### config.mk
export PLATFORM = sky130hd
export DESIGN_NAME = fifo_wr_arbiter
export DESIGN_NICKNAME = d
export VERILOG_FILES = /design/src/rtl/fifo_arb_pkg.sv /design/src/rtl/rr_priority_pick.sv /design/src/rtl/fifo_wr_arbiter.sv
export SDC_FILE = /design/constraint.sdc
export NUM_CORES = 1
export LEC_CHECK = 0
export CELL_PAD_IN_SITES_DETAIL_PLACEMENT = 1
export CELL_PAD_IN_SITES_GLOBAL_PLACEMENT = 1
export CORE_ASPECT_RATIO = 1.4
export CORE_MARGIN = 3
export CORE_UTILIZATION = 30
export CTS_CLUSTER_DIAMETER = 150
export DETAILED_ROUTE_END_ITERATION = 16
export PLACE_DENSITY = 0.95
export SLEW_MARGIN = 20
export SYNTH_ARGS = -nofsm -noshare
export SYNTH_HDL_FRONTEND = slang
export SYNTH_HIERARCHICAL = 1
export SYNTH_SLANG_ARGS = --single-unit
### constraint.sdc
create_clock -name clk_i -period 3.5 [get_ports clk_i]
set_clock_uncertainty 0.1 [all_clocks]
set_input_delay 0.7 -clock clk_i [delete_from_list [all_inputs] [get_ports clk_i]]
set_output_delay 0.7 -clock clk_i [all_outputs]
set_load 0.03 [all_outputs]
### src/rtl/fifo_arb_pkg.sv
// rtl/fifo_arb_pkg.sv - shared types, constants and round-robin search for the FIFO write arbiter
package fifo_arb_pkg;

    typedef enum logic {IDLE, GRANT} arb_state_e;

    localparam int CNT_W   = 8;
    localparam int MAX_REQ = 32;

    // First set bit of req strictly after last_id, wrapping modulo num_req; returns last_id if req is empty.
    function automatic logic [4:0] rr_next(input logic [MAX_REQ-1:0] req,
                                           input logic [4:0]         last_id,
                                           input logic [5:0]         num_req);
        logic [5:0] idx;
        logic       found;
        rr_next = last_id;
        found   = 1'b0;
        for (int k = 1; k <= MAX_REQ; k++) begin
            idx = {1'b0, last_id} + 6'(k);
            if (6'(k) <= num_req && !found) begin
                if (idx >= num_req) begin
                    idx = idx - num_req;
                end
                if (req[idx[4:0]]) begin
                    rr_next = idx[4:0];
                    found   = 1'b1;
                end
            end
        end
    endfunction

endpackage

### src/rtl/rr_priority_pick.sv
// rtl/rr_priority_pick.sv - combinational round-robin picker over the producer request vector
module rr_priority_pick
    import fifo_arb_pkg::*;
#(
    parameter int NUM_REQ = 4,
    parameter int ID_W    = 2
) (
    input  logic [NUM_REQ-1:0] req_i,
    input  logic [ID_W-1:0]    last_id_i,
    output logic               valid_o,
    output logic [ID_W-1:0]    id_o
);

    logic [MAX_REQ-1:0] req_ext;
    logic [4:0]         pick;

    always_comb begin
        req_ext                = '0;
        req_ext[NUM_REQ-1:0]   = req_i;
        pick                   = rr_next(req_ext, 5'(last_id_i), 6'(NUM_REQ));
    end

    assign valid_o = |req_i;
    assign id_o    = ID_W'(pick);

endmodule

### src/rtl/fifo_wr_arbiter.sv
// rtl/fifo_wr_arbiter.sv - round-robin burst arbiter sharing one FIFO write port among producers
module fifo_wr_arbiter
    import fifo_arb_pkg::*;
#(
    parameter int NUM_REQ    = 4,
    parameter int FIFO_WIDTH = 16,
    parameter int MAX_BURST  = 4
) (
    input  logic                          clk_i,
    input  logic                          rst_i,
    input  logic [NUM_REQ-1:0]            req_i,
    input  logic [NUM_REQ*FIFO_WIDTH-1:0] req_data_i,
    output logic [NUM_REQ-1:0]            gnt_o,
    output logic [NUM_REQ-1:0]            accept_o,
    output logic [NUM_REQ-1:0]            wr_done_o,
    output logic [CNT_W-1:0]              drop_cnt_o,
    output logic [CNT_W-1:0]              ovf_cnt_o,
    output logic                          fifo_wr_en_o,
    output logic [FIFO_WIDTH-1:0]         fifo_data_in_o,
    input  logic                          fifo_full_i,
    input  logic                          fifo_wr_ack_i,
    input  logic                          fifo_overflow_i
);

    localparam int                 ID_W       = $clog2(NUM_REQ);
    localparam int                 BURST_W    = $clog2(MAX_BURST + 1);
    localparam logic [ID_W-1:0]    LAST_RST   = ID_W'(NUM_REQ - 1);
    localparam logic [BURST_W-1:0] BURST_LAST = BURST_W'(MAX_BURST - 1);
    localparam logic [CNT_W-1:0]   CNT_MAX    = '1;

    arb_state_e          state_q, state_d;
    logic [ID_W-1:0]     cur_id_q, cur_id_d;
    logic [ID_W-1:0]     last_id_q, last_id_d;
    logic [BURST_W-1:0]  burst_cnt_q, burst_cnt_d;
    logic                pend_v_q;
    logic [ID_W-1:0]     pend_id_q;
    logic [CNT_W-1:0]    drop_cnt_q, drop_cnt_d;
    logic [CNT_W-1:0]    ovf_cnt_q, ovf_cnt_d;
    logic                pick_valid;
    logic [ID_W-1:0]     pick_id;
    logic                granted;
    logic                wr_en;

    rr_priority_pick #(
        .NUM_REQ (NUM_REQ),
        .ID_W    (ID_W)
    ) u_pick (
        .req_i     (req_i),
        .last_id_i (last_id_q),
        .valid_o   (pick_valid),
        .id_o      (pick_id)
    );

    // Full is checked combinationally so a write is never presented to a full FIFO.
    assign granted      = (state_q == GRANT);
    assign wr_en        = granted && req_i[cur_id_q] && !fifo_full_i;
    assign fifo_wr_en_o = wr_en;
    assign gnt_o        = granted ? (NUM_REQ'(1) << cur_id_q) : '0;
    assign accept_o     = gnt_o & {NUM_REQ{wr_en}};
    assign wr_done_o    = (pend_v_q && fifo_wr_ack_i) ? (NUM_REQ'(1) << pend_id_q) : '0;
    assign drop_cnt_o   = drop_cnt_q;
    assign ovf_cnt_o    = ovf_cnt_q;

    always_comb begin
        fifo_data_in_o = '0;
        for (int i = 0; i < NUM_REQ; i++) begin
            if (granted && cur_id_q == ID_W'(i)) begin
                fifo_data_in_o = req_data_i[i*FIFO_WIDTH +: FIFO_WIDTH];
            end
        end
    end

    always_comb begin
        state_d     = state_q;
        cur_id_d    = cur_id_q;
        last_id_d   = last_id_q;
        burst_cnt_d = burst_cnt_q;
        drop_cnt_d  = drop_cnt_q;
        ovf_cnt_d   = ovf_cnt_q;
        case (state_q)
            IDLE: begin
                if (pick_valid && !fifo_full_i) begin
                    state_d     = GRANT;
                    cur_id_d    = pick_id;
                    last_id_d   = pick_id;
                    burst_cnt_d = '0;
                end
            end
            GRANT: begin
                if (!req_i[cur_id_q]) begin
                    state_d = IDLE;
                end else if (wr_en) begin
                    burst_cnt_d = burst_cnt_q + 1'b1;
                    if (burst_cnt_q == BURST_LAST) begin
                        state_d = IDLE;
                    end
                end
            end
            default: state_d = IDLE;
        endcase
        if (pend_v_q && !fifo_wr_ack_i && drop_cnt_q != CNT_MAX) begin
            drop_cnt_d = drop_cnt_q + 1'b1;
        end
        if (fifo_overflow_i && ovf_cnt_q != CNT_MAX) begin
            ovf_cnt_d = ovf_cnt_q + 1'b1;
        end
    end

    always_ff @(posedge clk_i) begin
        if (rst_i) begin
            state_q     <= IDLE;
            cur_id_q    <= '0;
            last_id_q   <= LAST_RST;
            burst_cnt_q <= '0;
            pend_v_q    <= 1'b0;
            pend_id_q   <= '0;
            drop_cnt_q  <= '0;
            ovf_cnt_q   <= '0;
        end else begin
            state_q     <= state_d;
            cur_id_q    <= cur_id_d;
            last_id_q   <= last_id_d;
            burst_cnt_q <= burst_cnt_d;
            pend_v_q    <= wr_en;
            pend_id_q   <= cur_id_q;
            drop_cnt_q  <= drop_cnt_d;
            ovf_cnt_q   <= ovf_cnt_d;
        end
    end

endmodule

Yosys cells after proc, flatten, opt, wreduce, memory -nomap -nowiden
Index checks and enable logic that the tools add are counted.
{"block": "word_totals", "register_bits": 27, "input_bits": 73, "out_inout_bits": 45, "elab_cells": 102}
{"block": "op_classes", "n_addsub": 11, "n_lt_le_gt_ge": 9, "eq_ne": 9, "shift": 2, "muxes": 44, "n_bitwise": 2, "n_reduce_logical": 17}
{"cell": "16-bit two-way mux", "n": 4}
{"cell": "5-bit two-way mux", "n": 7}
{"cell": "6-bit by 3-bit >= comparator with 1-bit output (second input constant)", "n": 4}
{"cell": "5-bit by 6-bit less-than comparator with 1-bit output (second input constant)", "n": 4}
{"cell": "1-bit binary-select mux with 5-bit select", "n": 4}
{"cell": "5-bit by 3-bit subtractor with 5-bit output (second input constant)", "n": 4}
{"cell": "8-bit by 1-bit adder with 8-bit output (second input constant)", "n": 2}
{"cell": "8-bit != test (second input constant)", "n": 2}
{"cell": "1-bit two-way mux", "n": 14}
{"cell": "2-bit two-way mux", "n": 7}
{"cell": "1-bit logical AND", "n": 11}
{"cell": "3-bit two-way mux", "n": 3}
{"cell": "4-bit two-way mux", "n": 2}
{"cell": "1-bit by 2-bit left shift with 4-bit output (first input constant)", "n": 2}
{"cell": "2-bit by 2-bit adder with 3-bit output (second input constant)", "n": 2}
{"cell": "3-bit one-hot mux with 2 select lines", "n": 1}
{"cell": "2-bit by 3-bit adder with 4-bit output (second input constant)", "n": 1}
{"cell": "4-bit bitwise AND", "n": 1}
{"cell": "2-bit equality test (second input constant)", "n": 2}
{"cell": "2-bit by 1-bit != test with 1-bit output (second input constant)", "n": 2}
{"cell": "4-bit OR reduction", "n": 1}
{"cell": "2-bit by 1-bit adder with 3-bit output (second input constant)", "n": 1}
{"cell": "3-bit by 1-bit adder with 3-bit output (second input constant)", "n": 1}
{"cell": "3-bit by 2-bit equality test with 1-bit output (second input constant)", "n": 1}
{"cell": "10 further kinds", "n": 11}

Longest topological paths before layout
Gate-level depths: netlist of the first run.
{"block": "logic_depth", "depth_word": 21, "ltp_mapped": 9, "mapped_depth_nobuf": 8}

By module
Netlist of the first run, hierarchy kept.
{"module": "fifo_wr_arbiter", "n_inst": 1, "cells_per_inst": 199, "area_per_inst_um2": 1933.1, "seq_area_each_um2": 540.5}
{"module": "rr_priority_pick", "n_inst": 1, "cells_per_inst": 26, "area_per_inst_um2": 232.7, "seq_area_each_um2": 0.0}

Worst setup path before layout of the first run
OpenSTA, ideal clock, no wires.
{"block": "synth_timing", "path_kind": "reg2out", "startpoint": "register cur_id_q[1]", "endpoint": "output accept_o[3]", "arrival_time_ns": 1.975, "required_time_ns": 2.700, "path_slack_ns": 0.725, "path_stages_with_launch": 5, "n_path_buf": 3, "cell_sequence": "dfxtp_1 > buf_4 > buf_2 > clkbuf_1 > nor4b_1"}
{"block": "synth_via", "elab_chain_len": 5, "elab_cells_between_ends": 7, "cone_classes": "shift: 1; mux: 3; bitwise: 1; reduce/logical: 2"}
{"element": "start: declaration", "line_no": "fifo_wr_arbiter.sv:32", "source": "logic [ID_W-1:0] cur_id_q, cur_id_d;"}
{"element": "start signal: assignment", "line_no": "fifo_wr_arbiter.sv:121", "source": "cur_id_q <= cur_id_d;"}
{"element": "1-bit binary-select mux with 2-bit select", "line_no": "fifo_wr_arbiter.sv:56", "source": "assign wr_en = granted && req_i[cur_id_q] && !fifo_full_i;"}
{"element": "1-bit two-way mux (not written as such)", "line_no": "fifo_wr_arbiter.sv:56"}
{"element": "1-bit logical AND (2 in a row)", "line_no": "fifo_wr_arbiter.sv:56"}
{"element": "4-bit bitwise AND (*)", "line_no": "fifo_wr_arbiter.sv:59", "source": "assign accept_o = gnt_o & {NUM_REQ{wr_en}};"}
{"element": "end: declaration", "line_no": "fifo_wr_arbiter.sv:14", "source": "output logic [NUM_REQ-1:0] accept_o,"}
Mark *: on every way between the ends. The rest lies on a longest branch, timed or not. The select of a mux whose other input is x is not followed.

Worst setup path after layout of the first run
{"block": "layout_timing", "startpoint": "input req_data_i[49]", "endpoint": "output fifo_data_in_o[1]"}
{"block": "layout_via", "elab_chain_len": 1}
{"element": "start: declaration", "line_no": "fifo_wr_arbiter.sv:12", "source": "input logic [NUM_REQ*FIFO_WIDTH-1:0] req_data_i,"}
{"element": "16-bit two-way mux", "line_no": "fifo_wr_arbiter.sv:67", "source": "if (granted && cur_id_q == ID_W'(i)) begin"}
{"element": "end: declaration", "line_no": "fifo_wr_arbiter.sv:19", "source": "output logic [FIFO_WIDTH-1:0] fifo_data_in_o,"}
Every way passes these cells.

==> out/metrics.csv, run 1 <==
stage;metric;value;unit
routing;Initial DRC Count;61;
setup_path;R2R Path Start;last_id_q[0];
finish;layout cells sized above 1;11.9;%
sta;Final Cycle Share;91.4;%
setup_path;CP arrival;2.40;ns
routing;DR WL/cell;18.5;microns
yosys;Synth area leader;dfxtp_1;
setup_path;Crit. End Element;output pin;
cts;Clock Sinks;27;
routing;Detailed Routing Iterations Pass 1;4;
finish;Util after Layout;49.7;%
run;max-cap violations;0;
cts;hold buffers post-CTS;0;
yosys;number of synthesized register bits;27;
global_route;GRT overflow;0;
floorplan;die span in x;77.8;microns
global_route;vias in the first global route;2457;
cts;CTS tree;yes;
finish;fin area;3470;sq um
cts;root buffer selected by CTS;clkbuf_8;
sta;RSZ-0062 raised after global routing;false;
routing;vias per cell;5.25;
cts;clk buf depth;2;
global_route;largest net degree at the start of global routing;26;
setup_path;RR Endpoint;cur_id_q[0];
cts;H-tree level count;1;
yosys;most common cell in the synthesized netlist;dfxtp_1;
finish;Layout area overhead;60.1;%
global_route;initial antenna violation count;0;
global_route;GRT Total Usage;19.4;%
yosys;Yosys top cell area share;25.0;%
pwr;P per Cell Area;287;nW/um^2
global_route;global-route wire length before repair;12800;microns
sta;Setup-failing EPs final;0;
placement;# port buffers;117;
finish;# nets final;420;
setup_path;Slowest-stage cell, CP;clkdlybuf4s50_1;
sta;FMAX;313;MHz
yosys;syn avg cell area;9.63;sq um
worst_hold_path;Hold Crit Depth;2;
floorplan;area of the core;6980;sq um
pwr;P_leak;1.28;nW
sta;max-slew violations;0;
pwr;peak supply drop;131;uV
yosys;Synth Flop Type;dfxtp_1;
sta;Period minus WS final;3.20;ns
sta;final hold vios;0;
placement;dpl hpwl;6690;microns
setup_path;max incr delay on CP;0.60;ns
worst_hold_path;Hold Crit Class;flop to flop;
cts;clock latency on the worst-skew pair;0.28;ns
sta;slew margin rel.;63.6;%
yosys;Post-synth EDFFs;0;
setup_path;crit start category;input port;
yosys;syn_nets;307;
setup_path;most used cell, CP;clkdlybuf4s50_1;
setup_path;reg2reg path depth;8;
sta;slew of the pin with the lowest slew margin;0.545;ns
cts;post-CTS sizing;0;
cts;# Post-CTS Setup Buffers;0;
floorplan;IO Pins;118;
floorplan;die height;107;microns
cts;TritonCTS buffer count;3;
yosys;count of cell types in the netlist;48;
floorplan;FP Rows;36;
yosys;sequential area share after synthesis;25.0;%
yosys;ranking of synthesized cells by area;dfxtp_1 25%, mux4_2 18%, ha_1 5.2%;
setup_path;worst-path maximum fanout;1;
status;status;completed;
sta;hold_ws;0.396;ns
yosys;Post-synth ARST share;0;%
setup_path;required time of the critical path;2.70;ns
setup_path;critical-path cell list;clkdlybuf4s50_1 -> mux4_2 -> and2_1 -> clkdlybuf4s50_1;
worst_hold_path;beginning of the worst hold path;burst_cnt_q[1];
setup_path;critical path class;input port to output pin;
placement;routability cong.;0.840;
cts;CTS clk-pin slew, worst paths;0.09;ns
yosys;Commonest cells post-synth;27 x dfxtp_1, 21 x nand2_1, 17 x and2_1, 17 x mux4_2;
sta;setup_tns;0;ns
routing;WL final;7970;microns
routing;total number of vias;2268;
yosys;YS warnings;6;
worst_hold_path;Hold Path End;burst_cnt_q[1];
yosys;synthesized area;2170;sq um
yosys;Gate Count Post-Synth;225;
finish;# diodes;0;
floorplan;die area;8290;sq um
placement;placed cell area;3420;sq um
floorplan;Starting Density;31.0;%
routing;# DRC;0;
routing;DRT antenna net count;0;
setup_path;R2R Setup Slk;0.91;ns
==> logic make-up (layout without fill, tap and decap cells) <==
| kind of cell | count (synthesis) | after routing | share of synthesized area [%] |
|---|---|---|---|
| AO/OA/AOI/OAI | 34 | 34 | 11.6 |
| XOR/XNOR | 1 | 1 | 0.404 |
| adder cells (fa/ha/maj) | 9 | 9 | 5.20 |
| buffers and inverters | 21 | 133 | 4.91 |
| flip-flops | 27 | 27 | 25.0 |
| multiplexers | 32 | 32 | 25.7 |
| AND/OR/NAND/NOR | 101 | 101 | 27.3 |
==> how the worst max path moves through the flow <==
stage / from / end / slack (ns) / depth (start not counted)
global route: req_i[1] / accept_o[1] / 0.23 / 4
floorplan: cur_id_q[1] / accept_o[3] / 0.73 / 4
CTS: req_data_i[49] / fifo_data_in_o[1] / 0.29 / 4
detailed placement: req_data_i[49] / fifo_data_in_o[1] / 0.30 / 4
finish: req_data_i[49] / fifo_data_in_o[1] / 0.30 / 4
global placement: fifo_full_i / accept_o[0] / 0.33 / 4
==> worst max-delay path: cells and delay by family <==
kind                   cells  cell delay (ns)
muxes                      1             0.50
buffers and inverters      2             1.03
and+or+nand+nor            1             0.17
==> through the flow <==
stage,std cells,worst slack (ns),power (mW)
2_1_floorplan,225,0.725,0.633
3_3_place_gp,428,0.325,0.799
3_5_place_dp,428,0.295,0.820
4_1_cts,432,0.290,1.00
5_1_grt,432,0.226,1.05
6_report,432,0.302,0.994
==> sequential cells by signal, summed over array words and instances, names as in the netlist <==
register / count
burst_cnt_q: 3
last_id_q: 2
ovf_cnt_o: 8
pend_id_q: 2
granted: 1
pend_v_q: 1
drop_cnt_o: 8
cur_id_q: 2
==> report_power, final <==
group / internal [mW] / switching, mW / total (mW) / leakage, nW
clock: 0.0801 / 0.104 / 0.184 / 0.0255
combinational: 0.258 / 0.197 / 0.456 / 1.04
sequential: 0.322 / 0.0324 / 0.354 / 0.219
==> cell type report <==
| type | count | area [sq um] |
|---|---|---|
| flip-flops and latches | 27 | 541 |
| clock inverters | 1 | 5.00 |
| inverters | 6 | 22.5 |
| fillers | 799 | 3510 |
| well taps | 95 | 119 |
| clock buffers | 3 | 41.3 |
| multi-input cells | 177 | 1520 |
| repair buffers | 123 | 1220 |
==> cells in the final DEF (no fill, tap or decap), types with 8 or more instances in the layout <==
cell type        Yosys  final
clkdlybuf4s50_1      0    114
nand2_1             21     21
ha_1                 9      9
and2_1              17     17
a21oi_1             11     11
mux4_2              17     17
nor3_1              11     11
nor2b_1              8      8
nor2_1               8      8
dfxtp_1             27     27
buf_4                2      8
==> per-layer routing <==
| metal | routed length [microns] | global-route usage (%) | vias up |
|---|---|---|---|
| met5 | 0 | 0 | - |
| met4 | 258 | 8.02 | 0 |
| met3 | 234 | 2.03 | 15 |
| met2 | 4400 | 37.4 | 62 |
| met1 | 3080 | 21.1 | 1110 |
| li1 | - | - | 1081 |
Note: power is estimated with default switching activity, not from simulation.
==> run 2: changes to the inputs <==
ABC_AREA = 1   (was not set)
CORE_MARGIN = 2   (was 3)
CORE_UTILIZATION = 27   (was 30)
==> run 2 against run 1 <==
  * Critical path depth grew 4
  * Fmax shrank 4.0%
  * Flip-flop and latch count unchanged
  * Register-to-register slack improved by 0.56 ns
  * Non-clock buffer count fell by 5
  * Hold slack got worse by 0.012 ns
  * Sequential power shrank 2%
  * Highest routed layer unchanged
==> out/metrics.csv, run 2 <==
stage;metric;value;unit
setup_path;worst-path maximum fanout;10;
setup_path;max incr delay on CP;0.69;ns
sta;setup_tns;0;ns
yosys;Yosys top cell area share;25.3;%
setup_path;Crit. End Element;output pin;
placement;dpl hpwl;6700;microns
placement;placed cell area;3370;sq um
routing;vias per cell;4.68;
yosys;ranking of synthesized cells by area;dfxtp_1 25%, nand2_1 25%, nand4_1 6.2%;
setup_path;CP arrival;2.53;ns
yosys;Commonest cells post-synth;141 x nand2_1, 29 x inv_1, 27 x dfxtp_1;
setup_path;crit start category;input port;
placement;Placed Instances;558;
pwr;peak supply drop;309;uV
sta;RSZ-0062 raised after global routing;false;
run;max-cap violations;0;
routing;WL final;7990;microns
setup_path;critical-path cell list;clkdlybuf4s50_1 -> nand2_1 -> nand2_1 -> nand2_1 -> nand2_2 -> nand3_4 -> nor2_1 -> clkdlybuf4s50_1;
setup_path;reg2reg path depth;12;
finish;Layout area overhead;60.2;%
yosys;multiplexer area fraction after synthesis;0;%
sta;slew of the pin with the lowest slew margin;0.420;ns
yosys;Post-synth EDFFs;0;
finish;layout cells sized above 1;9.74;%
setup_path;required time of the critical path;2.70;ns
setup_path;RR Endpoint;cur_id_q[0];
routing;DR WL/cell;14.2;microns
cts;CTS clk-pin slew, worst paths;0.10;ns
routing;total number of vias;2630;
yosys;simple-gate share of the synthesized area;50.8;%
global_route;global-route wire length before repair;12900;microns
floorplan;Starting Density;27.7;%
cts;post-CTS sizing;0;
cts;root buffer selected by CTS;clkbuf_8;
finish;# nets final;545;
sta;Setup-failing EPs final;0;
floorplan;die span in x;79.1;microns
sta;Final Cycle Share;95.2;%
sta;slew margin rel.;72.0;%
floorplan;FP Rows;38;
sta;max-slew violations;0;
cts;TritonCTS buffer count;3;
yosys;post-synthesis compound-gate area fraction;4.46;%
yosys;sequential area share after synthesis;25.3;%
yosys;syn_nets;429;
pwr;P per Cell Area;279;nW/um^2
cts;H-tree level count;1;
cts;# Post-CTS Setup Buffers;0;
floorplan;die height;109;microns
floorplan;die area;8640;sq um
global_route;GRT Total Usage;18.5;%
global_route;GRT overflow;0;
yosys;synthesized area;2130;sq um
yosys;Gate Count Post-Synth;347;
yosys;syn avg cell area;6.15;sq um
placement;routability cong.;0.780;
cts;clk buf depth;2;
yosys;largest family of logic cells by synthesized area;simple AND/OR/NAND/NOR gates;
setup_path;most used cell, CP;nand2_1;
status;status;completed;
cts;Clock Sinks;27;
cts;clock latency on the worst-skew pair;0.27;ns
routing;DRT antenna net count;0;
finish;Finished Layout Cells;562;
routing;Initial DRC Count;41;
setup_path;Worst Setup EP;accept_o[1];
finish;commonest non-fill, non-tap cells in the layout;141 x nand2_1, 117 x clkdlybuf4s50_1, 29 x inv_1;
yosys;Post-synth ARST share;0;%
sta;final hold vios;0;
yosys;most common cell in the synthesized netlist;nand2_1;
routing;# DRC;0;
routing;Detailed Routing Iterations Pass 1;4;
yosys;Synth area leader;dfxtp_1;
placement;# port buffers;117;
global_route;initial antenna violation count;0;
finish;most common cell after layout, fill and taps aside;nand2_1;
worst_hold_path;Hold Crit Class;flop to flop;
finish;# diodes;0;
sta;FMAX;300;MHz
yosys;Synth Flop Type;dfxtp_1;
setup_path;CP startpoint;req_i[3];
worst_hold_path;Hold Crit Depth;2;
floorplan;IO Pins;118;
floorplan;area of the core;7700;sq um
yosys;YS warnings;6;
sta;Period minus WS final;3.33;ns
finish;fin area;3420;sq um
setup_path;R2R Path Start;last_id_q[0];
setup_path;Slowest-stage cell, CP;clkdlybuf4s50_1;
cts;hold buffers post-CTS;0;
global_route;vias in the first global route;2742;
yosys;xor and xnor area share after synthesis;3.28;%
yosys;post-synthesis adder-cell area fraction;5.28;%
setup_path;critical path class;input port to output pin;
cts;CTS tree;yes;
yosys;number of synthesized register bits;27;
global_route;largest net degree at the start of global routing;18;
pwr;P_leak;1.46;nW
yosys;count of cell types in the netlist;23;
setup_path;R2R Setup Slk;1.47;ns
finish;Util after Layout;44.4;%
-- run 2: cell count changes after synthesis, sizes merged, moves of 9 or more --
cell / previous run / this run
inv: 6 / 42
and2: 17 / 0
nor2: 8 / 34
mux2i: 9 / 0
mux4: 17 / 0
nand3: 4 / 21
nand2: 21 / 155
nand4: 3 / 21
-- run 2: per-layer routing --
| metal | GRT usage, % | vias up | wire (microns) |
|---|---|---|---|
| met5 | 0 | - | 0 |
| met4 | 2.46 | 0 | 33 |
| met3 | 5.79 | 4 | 767 |
| met2 | 36.4 | 102 | 4150 |
| met1 | 19.4 | 1207 | 3050 |
| li1 | - | 1317 | - |
-- run 2: kinds of logic (layout without fill, tap and decap cells) --
kind of cell	count (synthesis)	in the layout
XOR/XNOR	8	8
AND/OR/NAND/NOR	235	235
adder cells (fa/ha/maj)	9	9
buffers and inverters	49	164
flip-flops	27	27
AO/OA/AOI/OAI	19	19
-- run 2: how the worst min path moves through the flow --
stage	from	endpoint
finish	burst_cnt_q[1]	burst_cnt_q[1]
detailed placement	burst_cnt_q[1]	burst_cnt_q[1]
global route	burst_cnt_q[1]	burst_cnt_q[1]
global placement	burst_cnt_q[2]	burst_cnt_q[2]
floorplan	burst_cnt_q[2]	burst_cnt_q[2]
CTS	burst_cnt_q[1]	burst_cnt_q[1]
-- run 2: area by class of cell --
type | count | area (sq um)
timing repair buffer | 118 | 1180
clock inverter | 1 | 7.51
fill | 1020 | 4290
tap | 100 | 125
inverter | 42 | 163
clock buffer | 3 | 41.3
multi-input combinational | 271 | 1360
sequential | 27 | 541
-- run 2: stage by stage --
| stage | worst slack [ns] | power [mW] | hold slack, ns |
|---|---|---|---|
| floorplan | 1.21 | 0.590 | 0.349 |
| global placement | 0.251 | 0.767 | 0.357 |
| detailed placement | 0.154 | 0.780 | 0.372 |
| CTS | 0.149 | 0.968 | 0.387 |
| global route | 0.0768 | 1.02 | 0.415 |
| finish | 0.169 | 0.953 | 0.384 |
-- run 2: critical path: cells and delay by family --
kind | cells | cell delay (ns)
buf+inv | 2 | 1.21
simple gates | 6 | 0.63
-- run 2: power by group --
| part | total, mW | switching, mW | internal [mW] |
|---|---|---|---|
| clock network | 0.184 | 0.103 | 0.0809 |
| registers | 0.348 | 0.0257 | 0.322 |
| logic | 0.421 | 0.233 | 0.188 |
